--- config.mk ---
export PLATFORM = sky130hd
export DESIGN_NAME = vector_sequencer
export DESIGN_NICKNAME = d
export VERILOG_FILES = /design/src/rtl/vector_sequencer.sv
export SDC_FILE = /design/constraint.sdc
export NUM_CORES = 1
export LEC_CHECK = 0
export CAP_MARGIN = 5
export CORE_MARGIN = 4
export CORE_UTILIZATION = 65
export CTS_BUF_LIST = sky130_fd_sc_hd__clkbuf_4 sky130_fd_sc_hd__clkbuf_8
export CTS_CLUSTER_SIZE = 14
export DETAILED_ROUTE_END_ITERATION = 8
export HOLD_SLACK_MARGIN = 0.06
export PLACE_DENSITY = 0.85
export SLEW_MARGIN = 20
export SYNTH_ARGS = -nofsm -noshare
export SYNTH_HDL_FRONTEND = slang
export SYNTH_SLANG_ARGS = --single-unit
--- constraint.sdc ---
create_clock -name clk -period 10.8 [get_ports clk]
set_input_delay 3.24 -clock clk [delete_from_list [all_inputs] [get_ports clk]]
set_output_delay 3.24 -clock clk [all_outputs]
set_load 0.02 [all_outputs]
--- src/rtl/vector_sequencer.sv ---
// vector_sequencer: stores a bank of CUT input vectors, applies them one at a
// time, waits SETTLE cycles, then hands each captured CUT response downstream.
// Ports: clk/rst_n (async active-low); load_valid/load_ready/load_data/load_exp
// vector write; clear/start control; busy/done/vec_count status; cut_in/cut_out
// CUT drive and response; res_valid/res_ready/res_data/res_index result
// handshake; mismatch/mismatch_count response check.
// Build option: define VECSEQ_COMPARE_EN to add the expected-response memory.
module vector_sequencer #(
    parameter int IN_W   = 36,
    parameter int OUT_W  = 7,
    parameter int DEPTH  = 16,
    parameter int SETTLE = 1,
    localparam int AW    = $clog2(DEPTH)
) (
    input  logic             clk,
    input  logic             rst_n,
    input  logic             load_valid,
    output logic             load_ready,
    input  logic [IN_W-1:0]  load_data,
    input  logic [OUT_W-1:0] load_exp,
    input  logic             clear,
    input  logic             start,
    output logic             busy,
    output logic             done,
    output logic [AW:0]      vec_count,
    output logic [IN_W-1:0]  cut_in,
    input  logic [OUT_W-1:0] cut_out,
    output logic             res_valid,
    input  logic             res_ready,
    output logic [OUT_W-1:0] res_data,
    output logic [AW-1:0]    res_index,
    output logic             mismatch,
    output logic [15:0]      mismatch_count
);

    localparam int CW = (SETTLE > 1) ? $clog2(SETTLE) : 1;
    localparam logic [CW-1:0] CNT_INIT = CW'(SETTLE - 1);
    localparam logic [AW:0] DEPTH_V = (AW+1)'(DEPTH);

    typedef enum logic [1:0] {
        S_IDLE,
        S_SETTLE,
        S_RESULT,
        S_DONE
    } state_t;

    state_t          state;
    logic [IN_W-1:0] mem [DEPTH];
    logic [AW:0]     wr_ptr;
    logic [AW-1:0]   idx;
    logic [CW-1:0]   cnt;
    logic            load_fire;
    logic            last;
    logic            mis_now;

    assign vec_count  = wr_ptr;
    assign load_ready = (state == S_IDLE) && !start && !clear
                        && (wr_ptr < DEPTH_V);
    assign load_fire  = load_valid && load_ready;
    assign last       = ({1'b0, idx} == wr_ptr - (AW+1)'(1));

    always_ff @(posedge clk) begin
        if (load_fire) begin
            mem[wr_ptr[AW-1:0]] <= load_data;
        end
    end

`ifdef VECSEQ_COMPARE_EN
    logic [OUT_W-1:0] exp_mem [DEPTH];
    logic             mis_q;
    logic [15:0]      mcnt_q;

    always_ff @(posedge clk) begin
        if (load_fire) begin
            exp_mem[wr_ptr[AW-1:0]] <= load_exp;
        end
    end

    assign mis_now        = (cut_out != exp_mem[idx]);
    assign mismatch       = mis_q & res_valid;
    assign mismatch_count = mcnt_q;
`else
    logic unused_exp;
    assign unused_exp     = ^load_exp;
    assign mis_now        = 1'b0;
    assign mismatch       = 1'b0;
    assign mismatch_count = 16'h0000;
`endif

    always_ff @(posedge clk or negedge rst_n) begin
        if (!rst_n) begin
            state     <= S_IDLE;
            wr_ptr    <= '0;
            idx       <= '0;
            cnt       <= '0;
            busy      <= 1'b0;
            done      <= 1'b0;
            cut_in    <= '0;
            res_valid <= 1'b0;
            res_data  <= '0;
            res_index <= '0;
`ifdef VECSEQ_COMPARE_EN
            mis_q     <= 1'b0;
            mcnt_q    <= '0;
`endif
        end else begin
            unique case (state)
                S_IDLE: begin
                    if (clear) begin
                        wr_ptr <= '0;
                    end else if (start) begin
                        busy <= 1'b1;
                        if (wr_ptr == '0) begin
                            done  <= 1'b1;
                            state <= S_DONE;
                        end else begin
                            idx    <= '0;
                            cut_in <= mem[0];
                            cnt    <= CNT_INIT;
`ifdef VECSEQ_COMPARE_EN
                            mcnt_q <= '0;
`endif
                            state  <= S_SETTLE;
                        end
                    end else if (load_fire) begin
                        wr_ptr <= wr_ptr + (AW+1)'(1);
                    end
                end
                S_SETTLE: begin
                    if (cnt == '0) begin
                        res_data  <= cut_out;
                        res_index <= idx;
                        res_valid <= 1'b1;
`ifdef VECSEQ_COMPARE_EN
                        mis_q <= mis_now;
                        // count the result as soon as it is presented
                        if (mis_now && mcnt_q != 16'hFFFF) begin
                            mcnt_q <= mcnt_q + 16'd1;
                        end
`endif
                        state <= S_RESULT;
                    end else begin
                        cnt <= cnt - CW'(1);
                    end
                end
                S_RESULT: begin
                    if (res_ready) begin
                        res_valid <= 1'b0;
                        if (last) begin
                            done  <= 1'b1;
                            state <= S_DONE;
                        end else begin
                            idx    <= idx + AW'(1);
                            cut_in <= mem[idx + AW'(1)];
                            cnt    <= CNT_INIT;
                            state  <= S_SETTLE;
                        end
                    end
                end
                S_DONE: begin
                    done  <= 1'b0;
                    busy  <= 1'b0;
                    state <= S_IDLE;
                end
                default: state <= S_IDLE;
            endcase
        end
    end

endmodule

==> results, run 1 <==
- The flow ran to the end, and the final reports show no timing, DRC or antenna violations.
- The net count of the finished layout is between 1,000 and 1,500.
- Setup repair after global routing left no endpoint under its margin.
- The final antenna-violating net count is 0.
- The signal on the critical path passes through clkdlybuf4s50_1 > nor2_1 > nand2_1 > nor2_1 > clkdlybuf4s50_1.
- In this run the worst path has a maximum fanout of 5.
- The max-slew violation total from the final report is 0.
- On the critical path, the stage with the largest delay is an instance of sky130_fd_sc_hd__clkdlybuf4s50_1.
- The count of endpoints failing setup in the final report is 0.
- The starting density of the core is 66.4%.
- The initial antenna violation count came to 2.
- The via count of the first global-routing pass is 13,100.
- sky130_fd_sc_hd__edfxtp_1 is the most common cell in the netlist.
- The netlist area before placement is 25,200 um2.
- STA classifies the critical path startpoint as an input port.
- The H-tree generated during clock tree synthesis spans 3 levels.
- The synthesized design contains 576 enable-type register cells.
- The final setup skew is ~0.029 ns.
- The synthesized design contains 637 register bits.
- After routing, the total negative slack on setup checks comes to 0 ns.
- The maximum resistive drop on vdd is 0.171 mV.
- Max-cap violations in this run came to 0.
- The floorplan step defined a die boundary enclosing around 42,000 um2.
- The final critical path takes up 73.4% of the cycle.
- The pin count of the biggest net entering global routing is 77.
- TritonCTS created 96 clock buffers.
- The TritonCTS clock tree is yes.
- After synthesis, flip-flops and latches occupy 74.7% of the total area.
- The proportion of synthesized flip-flops having asynchronous set or reset is a little under a tenth.
- Counting I/O delays and the setup requirement, the final critical path takes 7.92 ns.
- After detailed routing, the average wire length per cell comes to 27.9 um.
- For this design the static power due to leakage is 9.34 nW.
- The number of DRC violations after detailed-routing iteration 0 is 1,475.
- For the pin with the worst max-slew slack, the measured transition is a little over 1 ns.
- Once placement finished, the instance area stood at about 27,000 um2.
- The number of rows created at floorplan is 71.
- In this run the vertical extent of the chip is between 200 and 250 um.
- The data arrival time of the worst path is 4.68 ns.
- The clock tree root buffer cell is sky130_fd_sc_hd__clkbuf_8.
- Global routing used 26.6% of the available tracks.
- The number of buffers inserted by post-CTS setup repair is 0.
- The clock net in this run drives a total of 637 sinks.
- The total non-filler cell area in the finished layout is 28,800 um2.
- Post-CTS repair changed the size of 0 cells.
- The prevailing post-synth register cell is sky130_fd_sc_hd__edfxtp_1.
- In this design, the stage delay of the slowest critical-path cell is slightly above 0.6 ns.
- The final worst-path setup slack is 2.88 ns.
- Setup slack on the worst reg-to-reg path comes out at 6.33 ns.
- The hold buffer count at CTS is 0.
- Clock latency on the worst-skew pair, taken at its later pin, is 0.67 ns.
- The worst pin sits at a relative slew slack of 31.3%.
- Cells with a size suffix above 1 make up just over 30% of the layout.
- After clock tree synthesis, the clock-pin slew on the worst setup and hold paths is 0.06 ns.
- The netlist uses 44 different library cells.
- The tightest min-delay check is of the reg -> reg type.
- The filler cells instantiated in the layout total 1,861.
- The routability congestion estimate is 0.745.
- The pre-CTS setup slack is approximately 2.9 ns.
- The hold violation total from the final report came to 0.
- The global-route congestion overflow total is 0.
- The required time reported for the critical path endpoint is roughly 7.6 ns.
- The power density of the placed cells is 246 nW/um2.
- The first-pass iteration count of the detailed router is 7.
- The total vias in the final route is 12,400.
- Summing all multi-input logic gate instances after layout gives 6080 um2.
- The path type of the worst setup path is in -> out.
- Sorting the synthesized cells by how often they occur yields sky130_fd_sc_hd__edfxtp_1, sky130_fd_sc_hd__mux4_2, sky130_fd_sc_hd__mux2_2, sky130_fd_sc_hd__mux2i_1, sky130_fd_sc_hd__dfrtp_1.
- The sequential cell area in the final layout is 18,800 um2.
- The largest area contributor in the synthesized netlist is sky130_fd_sc_hd__edfxtp_1.
- The core footprint is 37,900 um2.
- The first global-routing pass estimated 81.5 mm of wire.
- A synthesized cell averages 21.2 um2.
- The placed wire-length estimate is 26.1 mm.
- In the synthesized netlist, the number of instances is 1,188.
- The number of warning messages in the yosys log is 0.
- In the routed design, unresolved DRC markers number 0.
- The count of input and output buffers is 104.
- From left edge to right edge, the die measures 205 um.
- At the end of the flow the core is filled with cells to about three quarters.
- In the post-synthesis netlist, the biggest area contributors are sky130_fd_sc_hd__edfxtp_1, sky130_fd_sc_hd__mux4_2, sky130_fd_sc_hd__dfrtp_1.
- The number of top-level pins is between 100 and 150.
- The endpoint type of the worst setup path is an output pin.
- Summed over all layers, the routed wires come to 54.2 mm.
- In this run the biggest area consumer among cell types represents 68.7% of the synthesized area.
- Dividing the detail-routed via count by the number of cells gives 6.39.
- No sink is reached through more buffers than the 3 on the longest clock path.
- The synthesis-to-finish area growth is 14.4%.
- The maximum clock rate is roughly 130 MHz.
-- cell usage in the layout (no fill, tap or decap), drive strengths merged, types with 2 or more instances in the layout --
cell             n
xnor2            4
o21ai           39
dfrtp           61
ha               5
xor2             5
inv             10
mux2            84
mux4           144
buf             26
o21a             3
a21oi            8
clkdlybuf4s50  103
nor2            20
clkbuf         141
nand2b           6
conb            17
nor3             7
mux2i           74
nand3            2
nand2           49
or3b             2
bufinv           4
edfxtp         576
clkinv          29
-- final cells by class --
cell class | count | share of cell area (%)
Antenna cell | 1 | 0.00869
Clock buffer | 141 | 5.93
Clock inverter | 38 | 1.00
Inverter | 6 | 0.0782
Multi-Input combinational cell | 482 | 21.1
Sequential cell | 637 | 65.3
Tap cell | 511 | 2.22
Timing Repair Buffer | 129 | 4.30
-- cells by family (layout without fill, tap and decap cells) --
kind of cell	Yosys count	in the layout	share of synthesized area, %
simple gates	92	92	1.62
mux	302	302	19.7
fa+ha+maj	5	5	0.248
other cells	1	18	0.0149
buf+inv	85	314	2.00
compound gates	57	57	1.35
xor+xnor	9	9	0.372
flops	637	637	74.7
-- critical path, delay by kind of cell --
kind / cells / cell delay, ns
and+or+nand+nor: 3 / 0.36
buffers and inverters: 2 / 1.09
-- stage by stage --
step                total power [mW]  cells  hold slack (ns)
floorplan                       4.52   1204            0.558
global placement                5.01   1764            0.466
detailed placement              5.09   1764            0.481
CTS                             7.14   1943            0.494
global route                    7.41   1944            0.510
finish                          7.10   1945            0.492
-- routing by layer --
layer  routed length (um)  global-route usage, %
met1                20800                   37.0
met2                27000                   42.6
met3                 5060                   6.21
met4                 1370                   9.33
met5                   27                      0
-- worst paths after layout --
kind / to / startpoint / cells after the start
max: load_ready / clear / 5
min: cut_in[34] / cut_in[34] / 1
max reg2reg: cut_in[6] / idx[0] / 8
min reg2reg: cut_in[34] / cut_in[34] / 1
max in group asynchronous: idx[0] / rst_n / 1
min in group asynchronous: cut_in[33] / rst_n / 1
-- sequential cells by signal, indices dropped and copies added, names as in the netlist --
register,flops
done,1
busy,1
res_data,7
state,2
idx,4
vec_count,5
cut_in,36
res_valid,1
mem,576
res_index,4
-- power by group --
| group | total [mW] | internal [mW] | switching (mW) |
|---|---|---|---|
| sequential | 2.93 | 2.81 | 0.123 |
| clock | 2.02 | 1.12 | 0.906 |
| combinational | 2.14 | 1.09 | 1.05 |
| total | 7.10 | 5.02 | 2.08 |
(Power assumes the default switching activity.)
==> inputs of run 2 (changes only) <==
--- a/config.mk
+++ b/config.mk
@@ -7,12 +7,12 @@
 export LEC_CHECK = 0
 export CAP_MARGIN = 5
 export CORE_MARGIN = 4
-export CORE_UTILIZATION = 65
+export CORE_UTILIZATION = 62
 export CTS_BUF_LIST = sky130_fd_sc_hd__clkbuf_4 sky130_fd_sc_hd__clkbuf_8
 export CTS_CLUSTER_SIZE = 14
 export DETAILED_ROUTE_END_ITERATION = 8
 export HOLD_SLACK_MARGIN = 0.06
-export PLACE_DENSITY = 0.85
+export PLACE_DENSITY = 0.82
 export SLEW_MARGIN = 20
 export SYNTH_ARGS = -nofsm -noshare
 export SYNTH_HDL_FRONTEND = slang
==> constraint.sdc (replaced) <==
create_clock -name clk -period 7.4 [get_ports clk]
set_input_delay 2.22 -clock clk [delete_from_list [all_inputs] [get_ports clk]]
set_output_delay 2.22 -clock clk [all_outputs]
set_load 0.02 [all_outputs]
==> run 2 against run 1 <==
Effect of this change: utilization decreased by 3.5 points; critical path depth did not move; die area is 4.7% higher; clock skew shrank 0.0051 ns; combinational power rose by 44%; sequential cell count is the same; setup slack lost 1.4 ns; clock power increased by 47%; first-iteration DRC count fell by 18%; critical path type unchanged; largest cell class unchanged.
==> results, run 2 (synthesis gave the netlist of run 1 again) <==
- The flow ran to the end, and the final reports show no timing, DRC or antenna violations.
- The floorplan has 73 rows.
- The path type of the worst setup path is in -> out.
- After clock tree synthesis, the setup repair step added 0 buffers.
- The maximum resistive drop on vdd is 0.293 mV.
- The final setup skew is around 0.024 ns.
- The max-slew violation total from the final report is 0.
- Power comes to 10.3 mW.
- The clock tree root buffer cell is sky130_fd_sc_hd__clkbuf_8.
- The area occupied by multi-input gates is 6100 um2.
- The die footprint is about 44,000 um2.
- Once detailed placement completed, the half-perimeter wirelength came to roughly 29 mm.
- The final worst-path setup slack is 1.49 ns.
- TritonCTS built the clock tree.
- Counting I/O delays and the setup requirement, the final critical path takes 5.91 ns.
- Setup violations remaining at the end of the flow were counted as 0.
- The initial antenna violation count is 3.
- The topmost layer with routed signal wires is met5.
- CTS saw around 640 sinks.
- The via count of the first global-routing pass is roughly 13,000.
- Once placement completed, the tool counted placed cells totaling 1,782.
- The max capacitance violation total is 0.
- The worst setup path is captured at an output pin.
- The final antenna-violating net count is 0.
- In this run the horizontal extent of the chip is about 210 um.
- The number of hold buffers added after CTS was 0.
- Clock-pin slew was measured on the worst setup and hold paths at 0.06 ns.
- After layout, the worst path uses 79.9% of the clock period.
- Data arrives at the worst endpoint at 3.69 ns.
- The number of DRC violations after detailed routing is 0.
- The number of cells on the worst reg-to-reg path is 7.
- The core footprint is 39,900 um2.
- For the pin with the worst max-slew slack, the measured transition is roughly 1.1 ns.
- The met1 layer wirelength in the final routing is 20.0 mm.
- The endpoint identified for the worst register-to-register timing path is cut_in[3].
- Power spread over the standard cell area amounts to 357 nW/um2.
- The cell leakage power is about 9.4 nW.
- Final hold analysis gives a worst-case slack of 0.496 ns.
- Before CTS, the worst setup slack after placement is between 1.5 and 2 ns.
- The clock network latency to the later pin of the worst-skew pair is roughly 0.66 ns.
- The kind of start point of the critical path is an input port.
- In this run the register-to-register setup slack is around 3.5 ns.
- The buffer depth of the longest clock path is 3.
- Setup repair after global routing left no endpoint under its margin.
- Summed over all layers, the routed wires come to 51.9 mm.
- The maximum clock rate is 169 MHz.
- The startpoint of the worst-slack reg-to-reg timing path is idx[0].
- The setup TNS is 0 ns.
- After the last flow step, the layout net total stands at 1,418.
- The hold violation total from the final report is 0.
- In the final layout, the share of cells above drive strength 1 is slightly above 30%.
- Post-CTS repair changed the size of 0 cells.
- The layout has about 2,200 filler cells.
- The capturing instance or port of the critical path is load_ready.
- After global routing the overflow that remains totals 0.
- The normalized max-slew margin is 29.4%.
- The number of DRC violations after detailed-routing iteration 0 is 1,214.
- The synthesis-to-finish area growth is 14.8%.
- The first-pass iteration count of the detailed router is 5.
- The sequential cell area in the final layout is 18,800 um2.
- The total vias in the final route is 12,200.
- The routability congestion estimate is 0.771.
- The required time reported for the critical path endpoint is about 5.2 ns.
- The total clock buffers created by CTS is 98.
- The top cell types in the final layout, fill and taps aside, are sky130_fd_sc_hd__edfxtp_1, sky130_fd_sc_hd__mux4_2, sky130_fd_sc_hd__clkbuf_8, sky130_fd_sc_hd__clkdlybuf4s50_1.
- The H-tree was split into 3 levels.
- The startpoint of the worst setup timing path is clear.
- Entering global routing, the biggest net connects 77 pins.
- Global routing consumed, over all layers together, 24.1% of the routing resources.
- During I/O placement, the number of pins put on the boundary was 129.
- Along the worst path, the maximum fanout reaches 5.
- The met2 wire length is 26.1 mm.
- In the routed layout, each cell is associated on average with a via count of 6.22.
- The number of flip-flops in the largest register is between 500 and 600.
- From bottom edge to top edge, the die measures 210 um.
- The tightest min-delay check is of the reg -> reg type.
- The count of cells in the finished layout, fillers not included, comes to 1,968.
- The wire length on met3 is 4.64 mm.
- For this configuration, the core starts out at a cell density of 63.1%.
- Leaving out fill and tap cells, the most frequent cell in the layout is sky130_fd_sc_hd__edfxtp_1.
- After detailed routing, the average wire length per cell comes to 26.4 um.
- Input and output buffers added on the ports amount to 104.
- The first global-routing pass estimated 79.1 mm of wire.
[run 2: cell count changes in the layout (fill, tap and decap cells not counted)]
cell	change
sky130_fd_sc_hd__inv_6	-2
sky130_fd_sc_hd__clkinv_2	-4
sky130_fd_sc_hd__clkbuf_4	+10
sky130_fd_sc_hd__clkinv_1	+1
sky130_fd_sc_hd__buf_4	+3
sky130_fd_sc_hd__nor3_4	+3
sky130_fd_sc_hd__clkinvlp_4	+2
sky130_fd_sc_hd__clkbuf_8	-1
sky130_fd_sc_hd__nor3_2	-3
[run 2: worst max-delay path, cell delays in order]
cell and delay [ns]:
sky130_fd_sc_hd__clkdlybuf4s50_1 0.49, sky130_fd_sc_hd__nor2_1 0.20, sky130_fd_sc_hd__nand2_1 0.08, sky130_fd_sc_hd__nor2_1 0.10, sky130_fd_sc_hd__clkdlybuf4s50_1 0.61
[run 2: worst min path at each step]
stage | start | endpoint | slack, ns | depth (start not counted)
after floorplan | idx[1] | idx[1] | 0.56 | 2
after global placement | cut_in[34] | cut_in[34] | 0.47 | 1
after detailed placement | cut_in[34] | cut_in[34] | 0.48 | 1
after CTS | cut_in[34] | cut_in[34] | 0.49 | 1
after global routing | cut_in[13] | cut_in[13] | 0.52 | 1
final | cut_in[34] | cut_in[34] | 0.50 | 1
[run 2: final cells by class]
class / count / share of cell area [%]
diodes: 1 / 0.00866
clock buffers: 150 / 6.12
clock inverters: 35 / 0.935
inverters: 6 / 0.0779
multi-input cells: 482 / 21.1
flip-flops and latches: 637 / 65.1
well taps: 525 / 2.27
repair buffers: 132 / 4.36
[run 2: metal layers]
metal / up-vias / GRT usage, %
li1: 5171 / -
met1: 6369 / 34.2
met2: 611 / 38.8
met3: 85 / 5.14
met4: 4 / 7.29
met5: - / 0
[run 2: power by group]
| group | internal [mW] | leakage (nW) | switching [mW] |
|---|---|---|---|
| combinational | 1.59 | 2.34 | 1.50 |
| sequential | 4.10 | 5.93 | 0.164 |
| clock | 1.67 | 1.08 | 1.31 |
| total | 7.36 | 9.36 | 2.97 |
[run 2: stage by stage]
stage                     cell area, um2  utilization (%)
after CTS                          28900             72.4
after global placement             26800             67.3
after detailed placement           26900             67.3
after floorplan                    25300                -
final                              28900             72.4
after global routing               28900             72.4
